### config.mk
export PLATFORM = sky130hd
export DESIGN_NAME = mario_motion_ctrl
export DESIGN_NICKNAME = d
export VERILOG_FILES = /design/src/rtl/mario_motion_ctrl.sv
export SDC_FILE = /design/constraint.sdc
export NUM_CORES = 1
export LEC_CHECK = 0
export BUFFER_PORTS_ARGS = -buffer_cell sky130_fd_sc_hd__buf_2
export CAP_MARGIN = 20
export CORE_MARGIN = 2
export CORE_UTILIZATION = 63
export CTS_CLUSTER_SIZE = 20
export DETAILED_ROUTE_END_ITERATION = 10
export GPL_ROUTABILITY_DRIVEN = 0
export PLACE_DENSITY = 0.87
export SKIP_CTS_REPAIR_TIMING = 1
export SYNTH_ARGS = -nofsm -noshare
export SYNTH_HDL_FRONTEND = slang
export SYNTH_SLANG_ARGS = --single-unit
### constraint.sdc
create_clock -name clk -period 4.1 [get_ports clk]
set_input_delay 0.205 -clock clk [delete_from_list [all_inputs] [get_ports clk]]
set_output_delay 0.205 -clock clk [all_outputs]
set_load 0.02 [all_outputs]
### src/rtl/mario_motion_ctrl.sv
// Frame-synchronous motion controller for Mario: movement FSM plus sprite-centre
// position. All state moves on the frame_tick pulse only.
module mario_motion_ctrl #(
  parameter logic [9:0] INIT_X     = 10'd100,
  parameter logic [8:0] INIT_Y     = 9'd412,
  parameter int         WALK_STEP  = 2,
  parameter int         CLIMB_STEP = 1,
  parameter int         JUMP_V     = 6,
  parameter int         GRAVITY    = 1,
  parameter int         MAX_FALL   = 6,
  parameter int         FALL_LIMIT = 60,
  parameter int         DIE_FRAMES = 90
) (
  input  logic       clk,
  input  logic       rst_n,
  input  logic       frame_tick,
  input  logic       btn_left,
  input  logic       btn_right,
  input  logic       btn_jump,
  input  logic       btn_up,
  input  logic       btn_down,
  input  logic       on_floor,
  input  logic       on_ladder,
  input  logic       hit,
  output logic [9:0] posX,
  output logic [8:0] posY,
  output logic [2:0] state,
  output logic       respawn
);

  typedef enum logic [2:0] {
    S_INITIAL  = 3'b000,
    S_FLYING   = 3'b001,
    S_JUMPING  = 3'b010,
    S_WALKING  = 3'b011,
    S_STANDING = 3'b100,
    S_DYING    = 3'b101,
    S_CLAMPING = 3'b110
  } state_t;

  localparam logic signed [10:0] X_MIN = 11'sd67;
  localparam logic signed [10:0] X_MAX = 11'sd573;
  localparam logic signed [10:0] Y_MIN = 11'sd68;
  localparam logic signed [10:0] Y_MAX = 11'sd412;
  localparam logic signed [10:0] WS    = 11'(WALK_STEP);
  localparam logic signed [10:0] CS    = 11'(CLIMB_STEP);
  localparam logic [3:0]         JV    = 4'(JUMP_V);
  localparam logic [3:0]         GR    = 4'(GRAVITY);
  localparam logic [3:0]         MF    = 4'(MAX_FALL);
  localparam logic [7:0]         FL    = 8'(FALL_LIMIT);
  localparam logic [6:0]         DLAST = 7'(DIE_FRAMES - 1);

  function automatic logic [9:0] clamp_x(input logic signed [10:0] v);
    logic [9:0] r;
    if (v < X_MIN)      r = X_MIN[9:0];
    else if (v > X_MAX) r = X_MAX[9:0];
    else                r = v[9:0];
    return r;
  endfunction

  function automatic logic [8:0] clamp_y(input logic signed [10:0] v);
    logic [8:0] r;
    if (v < Y_MIN)      r = Y_MIN[8:0];
    else if (v > Y_MAX) r = Y_MAX[8:0];
    else                r = v[8:0];
    return r;
  endfunction

  state_t     state_q, st_n;
  logic [3:0] vy_q, vy_n;
  logic [7:0] fall_q, fall_n;
  logic [6:0] die_q, die_n;
  logic [9:0] x_n;
  logic [8:0] y_n;
  logic       resp_n;

  logic              floor, one_dir;
  logic signed [10:0] px, py, vys, dx, y_jmp;
  logic [9:0]        x_mv;
  logic [8:0]        y_up, y_dn, y_fall;
  logic [8:0]        fsum;
  logic [3:0]        vinc, vdec;

  // Bottom row of the board is always solid ground.
  assign floor   = on_floor | (posY == Y_MAX[8:0]);
  assign one_dir = btn_left ^ btn_right;
  assign px      = signed'({1'b0, posX});
  assign py      = signed'({2'b00, posY});
  assign vys     = signed'({7'd0, vy_q});
  assign dx      = !one_dir ? 11'sd0 : (btn_right ? WS : -WS);
  assign x_mv    = clamp_x(px + dx);
  assign y_up    = clamp_y(py - CS);
  assign y_dn    = clamp_y(py + CS);
  assign y_jmp   = py - vys;
  assign y_fall  = clamp_y(py + vys);
  assign fsum    = {1'b0, fall_q} + {5'd0, vy_q};
  assign vinc    = vy_q + GR;
  assign vdec    = (vy_q > GR) ? vy_q - GR : 4'd0;

  always_ff @(posedge clk or negedge rst_n) begin
    if (!rst_n) begin
      state_q <= S_INITIAL;
      posX    <= INIT_X;
      posY    <= INIT_Y;
      vy_q    <= '0;
      fall_q  <= '0;
      die_q   <= '0;
      respawn <= 1'b0;
    end else begin
      state_q <= st_n;
      posX    <= x_n;
      posY    <= y_n;
      vy_q    <= vy_n;
      fall_q  <= fall_n;
      die_q   <= die_n;
      respawn <= resp_n;
    end
  end

  always_comb begin
    st_n   = state_q;
    x_n    = posX;
    y_n    = posY;
    vy_n   = vy_q;
    fall_n = fall_q;
    die_n  = die_q;
    resp_n = 1'b0;
    if (frame_tick) begin
      if (hit && state_q != S_INITIAL && state_q != S_DYING) begin
        st_n   = S_DYING;
        vy_n   = '0;
        fall_n = '0;
        die_n  = '0;
      end else begin
        unique case (state_q)
          S_INITIAL: st_n = S_STANDING;
          S_STANDING, S_WALKING: begin
            if (state_q == S_WALKING) x_n = x_mv;
            if (!floor && !on_ladder) begin
              st_n   = S_FLYING;
              vy_n   = '0;
              fall_n = '0;
            end else if (btn_jump) begin
              st_n = S_JUMPING;
              vy_n = JV;
            end else if (btn_up && on_ladder) begin
              st_n = S_CLAMPING;
              y_n  = y_up;
            end else if (one_dir) begin
              st_n = S_WALKING;
              x_n  = x_mv;
            end else begin
              st_n = S_STANDING;
            end
          end
          S_JUMPING: begin
            x_n = x_mv;
            if (y_jmp <= Y_MIN) begin
              // Bumped the ceiling: kill the ascent and start falling.
              y_n    = Y_MIN[8:0];
              vy_n   = '0;
              fall_n = '0;
              st_n   = S_FLYING;
            end else begin
              y_n  = y_jmp[8:0];
              vy_n = vdec;
              if (vdec == 4'd0) begin
                st_n   = S_FLYING;
                fall_n = '0;
              end
            end
          end
          S_FLYING: begin
            x_n = x_mv;
            if (floor) begin
              st_n   = (fall_q >= FL) ? S_DYING : S_STANDING;
              vy_n   = '0;
              fall_n = '0;
              die_n  = '0;
            end else begin
              y_n    = y_fall;
              fall_n = fsum[8] ? 8'hFF : fsum[7:0];
              vy_n   = (vinc > MF) ? MF : vinc;
            end
          end
          S_CLAMPING: begin
            if (!on_ladder) begin
              if (floor) st_n = S_STANDING;
              else begin
                st_n   = S_FLYING;
                vy_n   = '0;
                fall_n = '0;
              end
            end else if (btn_up && !btn_down) begin
              y_n = y_up;
            end else if (btn_down && !btn_up) begin
              y_n = y_dn;
            end
          end
          S_DYING: begin
            if (die_q == DLAST) begin
              st_n   = S_INITIAL;
              x_n    = INIT_X;
              y_n    = INIT_Y;
              die_n  = '0;
              resp_n = 1'b1;
            end else begin
              die_n = die_q + 7'd1;
            end
          end
          default: st_n = S_INITIAL;
        endcase
      end
    end
  end

  assign state = state_q;

endmodule
==> metrics <==
status=complete, no violations; setup TNS=0 ps; Mapped Cells=between 700 and 800; CP endpoint kind=flip-flop; Hold Fails Final Rpt=0; unrepaired setup endpoints after global routing=false; worst rel slew slack=44.9%; largest net degree at the start of global routing=43; TritonCTS sink count=42; area leader, netlist=dfrtp_1; total length of routed wires=~15000 um; H-tree level count=2; final worst path period need=between 3000 and 4000 ps; wire per inst=~18 um; synth cell count leaders=nand2_1 (66), nor2_1 (63), o21ai_0 (57), a21oi_1 (49), dfrtp_1 (34); first-pass GRT wire length=between 20000 and 25000 um; data required time at the worst endpoint=between 4000 and 5000 ps; reg2reg end=posY[2]; Slew @ Worst Pin=approximately 830 ps; Final period util=85.2%; clock-pin slew on the worst setup and hold paths=roughly 100 ps; fin area=about 5700 um2; DP HPWL=11300 um; VDD IR-drop max=565 uV; nets@finish=about 770; Pins Over Slew Limit=0; synthesized flop and latch total=42; Rows=33; Hold WS=about 220 ps; TritonCTS clock tree=built; CP most frequent cell=inv_1; clk root buf=clkbuf_8; die extent in y=between 90 and 100 um; clock buffer depth=2; post-synthesis area per instance=about 7.5 um2; Die Span X=between 90 and 100 um; die area=9270 um2; top post-synthesis cells by area=dfrtp_1 (16%), ha_1 (6.5%), o21ai_0 (5.3%); Synth-to-Final Area Change=5.78%; post-route DRC violation count=0; endpoints failing setup=0; CTS buffer count=5; R2R depth=11; post-route ant nets=0; count of cell types in the netlist=86; area share of the largest cell type after synthesis=15.9%; Ys Warns=0; number of cells on the critical path=11; DRT iter0 DRCs=~590; clk_lat worst skew=310 ps; critical path, cell by cell=inv_1 -> ha_1 -> inv_1 -> a221oi_1 -> xnor2_1 -> o311ai_0 -> o31a_1 -> a21oi_1 -> a31oi_1 -> nor4_1 -> o21ai_0; PwrDens=between 700 and 800 nW/um2; routed via count=5788; Buf/Inv on CP=2; Setup crit start=vy_q[2]; I/O Pins=34; sequential-to-total area share from yosys stat=19.8%; Hold Path Class=input pin to flip-flop; worst-path maximum fanout=10; max-cap check violation count=0; crit path to=posY[2]; fmax=286 MHz; top_reg_cell synth=dfrtp_1; Layout Skew=17.4 ps; Core Area=between 8000 and 9000 um2; number of diodes=0; global route total overflow=0; fraction of layout cells with a size suffix above 1=between 10% and 20%; R2R setup slack=between 600 and 700 ps; total iterations of the first detailed-routing run=6; vias in the first global route=5225; Crit path max-delay family=compound AO/OA/AOI/OAI gates; placed inst area=~5600 um2; overall routing resource usage=between 30% and 40%; Leak=~2.3 nW; Async S/R FF share, synth=100%; Synth Cell Area=between 5000 and 6000 um2; count of input and output buffers=33; initial antenna violation count=0; WS Path Type=flip-flop to flip-flop; WP data arrival=between 3000 and 4000 ps; most numerous cell in the Yosys netlist=nand2_1; Initial Utilization=about 65%; routed vias/inst=~6.9; Hold Crit Start=frame_tick; worst reg2reg startpoint=vy_q[2]; total nets after synthesis=roughly 760; worst hold path depth=2; number of synthesized flops with an enable pin=0; CP peak stage delay=approximately 570 ps; CP max stage cell=dfrtp_1; CP startpoint kind=flip-flop
-- logic make-up (layout without fill, tap and decap cells) --
group                    count (synthesis)  count (layout)  share of synthesized area (%)
flip-flops                              42              42                           19.8
multiplexers                            10              10                           2.17
adder cells (fa/ha/maj)                 31              31                           7.65
XOR/XNOR                                32              32                           5.22
AO/OA/AOI/OAI                          235             235                           30.0
buffers and inverters                   73              85                           5.60
AND/OR/NAND/NOR                        296             296                           29.6
-- state kept, by name, indices dropped and copies added (netlist names) --
signal,cells
posX,10
state,3
posY,9
die_q,7
fall_q,8
vy_q,4
respawn,1
-- worst min path at each step --
stage	end	slack, ps
6_report	respawn	220
5_1_grt	respawn	240
4_1_cts	posY[1]	80
3_5_place_dp	vy_q[1]	420
3_3_place_gp	vy_q[1]	410
2_1_floorplan	die_q[0]	-90
-- through the flow --
| stage | util [%] | power [W] | cells | setup slack (ps) |
|---|---|---|---|---|
| floorplan | - | 0.00308 | 719 | 940 |
| global placement | 67.6 | 0.00369 | 826 | 778 |
| detailed placement | 67.6 | 0.00380 | 826 | 595 |
| CTS | 68.7 | 0.00411 | 834 | 651 |
| global route | 69.1 | 0.00453 | 836 | 294 |
| finish | 69.1 | 0.00423 | 836 | 609 |
-- power breakdown --
| part | switching (W) | internal (W) | leakage [nW] |
|---|---|---|---|
| sequential | 0.000421 | 0.000556 | 0.531 |
| combinational | 0.00184 | 0.00111 | 1.69 |
| clock | 0.000175 | 0.000122 | 0.0408 |
| total | 0.00243 | 0.00179 | 2.26 |
-- cell usage in the layout (no fill, tap or decap), types with 13 or more instances in the layout --
master	count
a21oi_1	49
buf_2	33
dfrtp_1	34
ha_1	28
inv_1	33
nand2_1	66
nand2b_1	13
nand3_1	27
nor2_1	63
nor2b_1	20
nor3_1	24
o21ai_0	57
xnor2_1	23
-- final cells by class --
class | instances | area [um2]
inverters | 33 | 124
clock inverters | 3 | 23.8
clock buffers | 5 | 68.8
repair buffers | 44 | 263
multi-input cells | 604 | 4000
fillers | 688 | 2540
well taps | 105 | 131
flip-flops and latches | 42 | 1060
-- per-layer routing --
layer	vias to the layer above	global-route usage, %	part of all wire [%]
met5	-	0	0
met4	0	11.7	3.2
met3	65	5.17	9.6
met2	353	56.8	48
met1	2691	42.8	40
li1	2679	-	-
Note: power is estimated with default switching activity, not from simulation.
